<file path="src/rtl/snow64_ext_mem_ctrl.sv">
// Bridges the CPU external data-access port to Snow64MainMem: one request at a time,
// issued to memory, waited out for the read latency, and answered with a one-cycle valid pulse.
module snow64_ext_mem_ctrl #(
    parameter int ADDR_WIDTH     = 59,
    parameter int DATA_WIDTH     = 256,
    parameter int MEM_RD_LATENCY = 1
) (
    input  logic                  clk,
    input  logic                  rst,
    input  logic                  in_cpu_req,
    input  logic                  in_cpu_access_type,
    input  logic [ADDR_WIDTH-1:0] in_cpu_addr,
    input  logic [DATA_WIDTH-1:0] in_cpu_data,
    output logic                  out_cpu_valid,
    output logic [DATA_WIDTH-1:0] out_cpu_data,
    output logic                  out_cpu_busy,
    output logic                  out_overrun,
    output logic [15:0]           out_txn_count,
    output logic                  out_mem_req_wr,
    output logic [ADDR_WIDTH-1:0] out_mem_addr,
    output logic [DATA_WIDTH-1:0] out_mem_data,
    input  logic [DATA_WIDTH-1:0] in_mem_data
);

    if ((MEM_RD_LATENCY < 1) || (MEM_RD_LATENCY > 15)) begin : g_bad_latency
        $error("snow64_ext_mem_ctrl: MEM_RD_LATENCY must be in 1..15");
    end

    localparam logic [3:0] LAT_CNT = 4'(MEM_RD_LATENCY);

    typedef enum logic [1:0] {
        ST_IDLE  = 2'd0,
        ST_ISSUE = 2'd1,
        ST_WAIT  = 2'd2,
        ST_RESP  = 2'd3
    } state_t;

    state_t                state_q, state_d;
    logic                  type_q, type_d;
    logic [ADDR_WIDTH-1:0] addr_q, addr_d;
    logic [DATA_WIDTH-1:0] wdata_q, wdata_d;
    logic [3:0]            cnt_q, cnt_d;
    logic                  valid_q, valid_d;
    logic [DATA_WIDTH-1:0] cpu_data_q, cpu_data_d;
    logic                  busy_q, busy_d;
    logic                  overrun_q, overrun_d;
    logic [15:0]           txn_count_q, txn_count_d;
    logic                  mem_wr_q, mem_wr_d;

    // Next-state and next-output computation for the request FSM.
    always_comb begin
        state_d     = state_q;
        type_d      = type_q;
        addr_d      = addr_q;
        wdata_d     = wdata_q;
        cnt_d       = cnt_q;
        valid_d     = 1'b0;
        cpu_data_d  = cpu_data_q;
        overrun_d   = overrun_q;
        txn_count_d = txn_count_q;
        mem_wr_d    = 1'b0;

        case (state_q)
            ST_IDLE: begin
                if (in_cpu_req) begin
                    type_d   = in_cpu_access_type;
                    addr_d   = in_cpu_addr;
                    wdata_d  = in_cpu_data;
                    mem_wr_d = in_cpu_access_type;
                    state_d  = ST_ISSUE;
                end else begin
                    state_d  = ST_IDLE;
                end
            end
            ST_ISSUE: begin
                if (type_q) begin
                    valid_d     = 1'b1;
                    cpu_data_d  = {DATA_WIDTH{1'b0}};
                    txn_count_d = txn_count_q + 16'd1;
                    state_d     = ST_RESP;
                end else begin
                    // Memory registers the address at the end of ISSUE; data shows up
                    // MEM_RD_LATENCY cycles later, so count that many WAIT cycles.
                    cnt_d   = LAT_CNT;
                    state_d = ST_WAIT;
                end
            end
            ST_WAIT: begin
                if (cnt_q == 4'd1) begin
                    cnt_d       = 4'd0;
                    valid_d     = 1'b1;
                    cpu_data_d  = in_mem_data;
                    txn_count_d = txn_count_q + 16'd1;
                    state_d     = ST_RESP;
                end else begin
                    cnt_d = cnt_q - 4'd1;
                end
            end
            ST_RESP: begin
                state_d = ST_IDLE;
            end
            default: begin
                state_d = ST_IDLE;
            end
        endcase

        if ((state_q != ST_IDLE) && in_cpu_req) begin
            overrun_d = 1'b1;
        end else begin
            overrun_d = overrun_q;
        end

        busy_d = (state_d != ST_IDLE);
    end

    // State and output registers; reset wins over any same-cycle request.
    always_ff @(posedge clk) begin
        if (rst) begin
            state_q     <= ST_IDLE;
            type_q      <= 1'b0;
            addr_q      <= {ADDR_WIDTH{1'b0}};
            wdata_q     <= {DATA_WIDTH{1'b0}};
            cnt_q       <= 4'd0;
            valid_q     <= 1'b0;
            cpu_data_q  <= {DATA_WIDTH{1'b0}};
            busy_q      <= 1'b0;
            overrun_q   <= 1'b0;
            txn_count_q <= 16'd0;
            mem_wr_q    <= 1'b0;
        end else begin
            state_q     <= state_d;
            type_q      <= type_d;
            addr_q      <= addr_d;
            wdata_q     <= wdata_d;
            cnt_q       <= cnt_d;
            valid_q     <= valid_d;
            cpu_data_q  <= cpu_data_d;
            busy_q      <= busy_d;
            overrun_q   <= overrun_d;
            txn_count_q <= txn_count_d;
            mem_wr_q    <= mem_wr_d;
        end
    end

    // The write strobe is gated by rst directly so a reset during ISSUE blocks the write.
    assign out_mem_req_wr = mem_wr_q & ~rst;
    assign out_mem_addr   = addr_q;
    assign out_mem_data   = wdata_q;
    assign out_cpu_valid  = valid_q;
    assign out_cpu_data   = cpu_data_q;
    assign out_cpu_busy   = busy_q;
    assign out_overrun    = overrun_q;
    assign out_txn_count  = txn_count_q;

endmodule

</file>
<file path="config.mk">
export PLATFORM = sky130hd
export DESIGN_NAME = snow64_ext_mem_ctrl
export DESIGN_NICKNAME = d
export VERILOG_FILES = /design/src/rtl/snow64_ext_mem_ctrl.sv
export SDC_FILE = /design/constraint.sdc
export NUM_CORES = 1
export LEC_CHECK = 0
export ABC_AREA = 1
export BUFFER_PORTS_ARGS = -buffer_cell sky130_fd_sc_hd__buf_2
export CORE_AREA = 2 2 458 460
export CTS_CLUSTER_SIZE = 12
export DETAILED_ROUTE_END_ITERATION = 7
export DIE_AREA = 0 0 460 462
export SKIP_CTS_REPAIR_TIMING = 1
export SLEW_MARGIN = 20
export SYNTH_ARGS = -nofsm -noshare
export SYNTH_HDL_FRONTEND = slang
export SYNTH_SLANG_ARGS = --single-unit
</file>
<file path="constraint.sdc">
create_clock -name clk -period 3.21 [get_ports clk]
set_input_delay 0.1605 -clock clk [delete_from_list [all_inputs] [get_ports clk]]
set_output_delay 0.1605 -clock clk [all_outputs]
set_load 0.05 [all_outputs]
</file>
==> results.yml <==
worst_setup_path:
  cp-end-kind: "register"
  setup.worst_path.start_class: "register"
  path_max_fanout: 54
  endpoint: "out_cpu_data[9]"
  startpoint: "state_q[0]"
  required_ns: 3.84
  reg2reg_slack_ns: 0.27
  cp.arrival_ns: 3.57
  critPathKind: "reg -> reg"
  reg2reg_to: "out_cpu_data[9]"
  reg2reg_from: "state_q[0]"
  worstRegToRegCells: 10
floorplan:
  die-height_um: 462
  die_area_um2: 213000
  die_w_um: 460
  coreArea_um2: 208000
  rows: 168
  start_util: 0.102
  ios: 1166
sta:
  grt_setup_unrepaired: "no"
  slew_viol_final: 0
  setup_violations: 0
  finalClockSkew_ns: 0.0313
  clock.fmax_ghz: 0.340
  worst_slew_pin_slew_ns: 1.08
  finalSetupTns_ns: 0
  slew_headroom: 0.281
  post-route-min-period_ns: 2.94
  holdWs_ns: 0.00769
  finalCritPeriodShare: 0.915
  finalHoldViolCount: 0
worst_hold_path:
  min_path_type: "in -> reg"
run_status:
  outcome: "completed"
clocking:
  clock-sinks: 598
  cts_inserted_buffers: 78
  cts_tree: "done"
  clock_latency_ns: 0.69
  clk_pin_slew_ns: 0.06
  clock_path_buffers: 3
  h-tree-depth: 3
  cts-root-buf: "clkbuf_16"
finish:
  final_cell_mix: "1164 x buf_2, 666 x nor2_1, 598 x dfxtp_1"
  nets: 4952
  syn2layout_area_growth_pct: 82.2
  layout-drive-gt1-share: 0.308
  n_fill_cell: 23300
  mostFrequentLayoutCell: "buf_2"
global_route:
  grt_use_met1: 0.184
  grt_use_total: 0.160
  grt_pass1_vias: 22900
  use_met3: 0.105
  grt_pass1_wl_mm: 225
  grt_use_met2: 0.236
  antenna_found_initial: 94
  grt_remaining_overflow: 0
  grt_busiest_layer: "met2"
  grt_max_degree: 181
synth:
  ys_warn_count: 0
  synth_area_leaders: "dfxtp_1 56%, nor2_1 12%, o21ai_0 7.6%"
  syn_area_um2: 21300
  ys_seq_elements: 598
  synth_cells: 2698
  yosysTopAreaCell: "dfxtp_1"
  synth_nets: 3280
  syn_area_per_cell_um2: 7.89
  ys_seq_area_frac: 0.562
  yosys.area.top_type_share: 0.562
  ys_types: 19
power:
  ir_worst_vdd_mv: 0.609
  clkPwrFrac: 0.296
  swShare: 0.460
  pwr-share-seq: 0.294
  power_frac_comb: 0.410
  power.switching_uw: 14600
  p_per_area_nw_per_um2: 818
  p_leak_uw: 0.0168
  intPower_uw: 17200
placed_design:
  place_congestion: 0.894
  dp_hpwl_mm: 152
  io_buffers: 1165
drt:
  via_count: 26900
  drc: 0
  vias_per_cell: 3.74
  dr.pass1.iters: 5
  wirelength_mm: 183
  drtIter0Drc: 2106
  ant_nets: 0
  wire_per_inst_um: 25.5
run:
  cap_viol_max_count: 0
how the worst min path moves through the flow:
stage | slack, ns | end | start | depth (start not counted)
after global routing | -0.03 | out_mem_data[11] | in_cpu_data[11] | 3
after global placement | 0.41 | out_mem_data[241] | in_cpu_data[241] | 3
after floorplan | 0.30 | mem_wr_q | in_cpu_access_type | 2
final | 0.008 | out_mem_data[220] | in_cpu_data[220] | 3
after detailed placement | 0.42 | out_mem_data[43] | in_cpu_data[43] | 3
after CTS | -0.38 | out_mem_addr[42] | in_cpu_addr[42] | 3
worst max-delay path: stages, from the launching register on:
cell and delay [ns]:
dfxtp_1 0.36, inv_1 0.11, ha_1 0.31, nand2_1 0.06, inv_1 0.15, nand2_8 0.20, inv_8 0.34, buf_4 0.40
nand3_1 0.13, a21oi_1 0.17, dlygate4sd3_1 0.58
registers in the layout (all words and copies together), names as in the netlist:
signal / count
out_txn_count: 16
mem_wr_q: 1
state_q: 2
out_mem_addr: 59
out_cpu_busy: 1
out_mem_data: 256
type_q: 1
cnt_q: 4
out_overrun: 1
out_cpu_data: 256
out_cpu_valid: 1
cell usage after synthesis:
master,n
nor2_1,666
dfxtp_1,598
o21ai_0,322
nand2_1,309
a21oi_1,270
nand3_1,267
clkbuf_1,111
buf_2,63
buf_4,26
inv_1,23
buf_6,13
buf_1,9
ha_1,7
nor3_1,4
xor2_1,4
inv_2,2
nor2_2,2
nand2_2,1
o21a_1,1
per-layer routing:
| metal | share of wire | up-vias |
|---|---|---|
| li1 | - | 12200 |
| met1 | 0.39 | 12800 |
| met2 | 0.42 | 1522 |
| met3 | 0.15 | 343 |
| met4 | 0.031 | 10 |
| met5 | 0.00037 | - |
metrics by stage:
step / std cells / utilization / setup slack [ns] / instance area, um^2 / total power [uW]
finish: 7189 / 0.186 / 0.271 / 38800 / 31800
global route: 7167 / 0.186 / 0.0134 / 38700 / 33400
CTS: 6563 / 0.158 / 0.822 / 32800 / 31400
detailed placement: 6421 / 0.145 / 0.845 / 30100 / 21800
global placement: 6421 / 0.145 / 0.773 / 30100 / 21700
floorplan: 2698 / - / 1.46 / 21300 / 17700
power groups by stage:
stage	registers [uW]	logic, uW	clock network [uW]
2_1_floorplan	13400	4280	0
3_3_place_gp	9430	12300	0
3_5_place_dp	9470	12300	0
4_1_cts	9330	12400	9740
5_1_grt	9470	13900	10000
6_report	9340	13000	9400
cell type report:
| cell class | count | area [um^2] | area share |
|---|---|---|---|
| clock buffers | 107 | 2250 | 0.0580 |
| inverters | 25 | 116 | 0.00300 |
| multi-input cells | 1853 | 8160 | 0.210 |
| flip-flops and latches | 598 | 12000 | 0.309 |
| diodes | 37 | 92.6 | 0.00239 |
| clock inverters | 35 | 468 | 0.0121 |
| repair buffers | 1814 | 12300 | 0.318 |
| well taps | 2720 | 3400 | 0.0877 |
logic make-up (layout without fill, tap and decap cells):
logic type / Yosys count / in the layout / synth area share
adder cells (fa/ha/maj): 7 / 7 / 0.00411
other: 0 / 37 / 0
AO/OA/AOI/OAI: 593 / 593 / 0.139
XOR/XNOR: 4 / 4 / 0.00164
buffers and inverters: 247 / 1981 / 0.0564
flip-flops: 598 / 598 / 0.562
AND/OR/NAND/NOR: 1249 / 1249 / 0.236
Power figures use the tool's default switching activity.
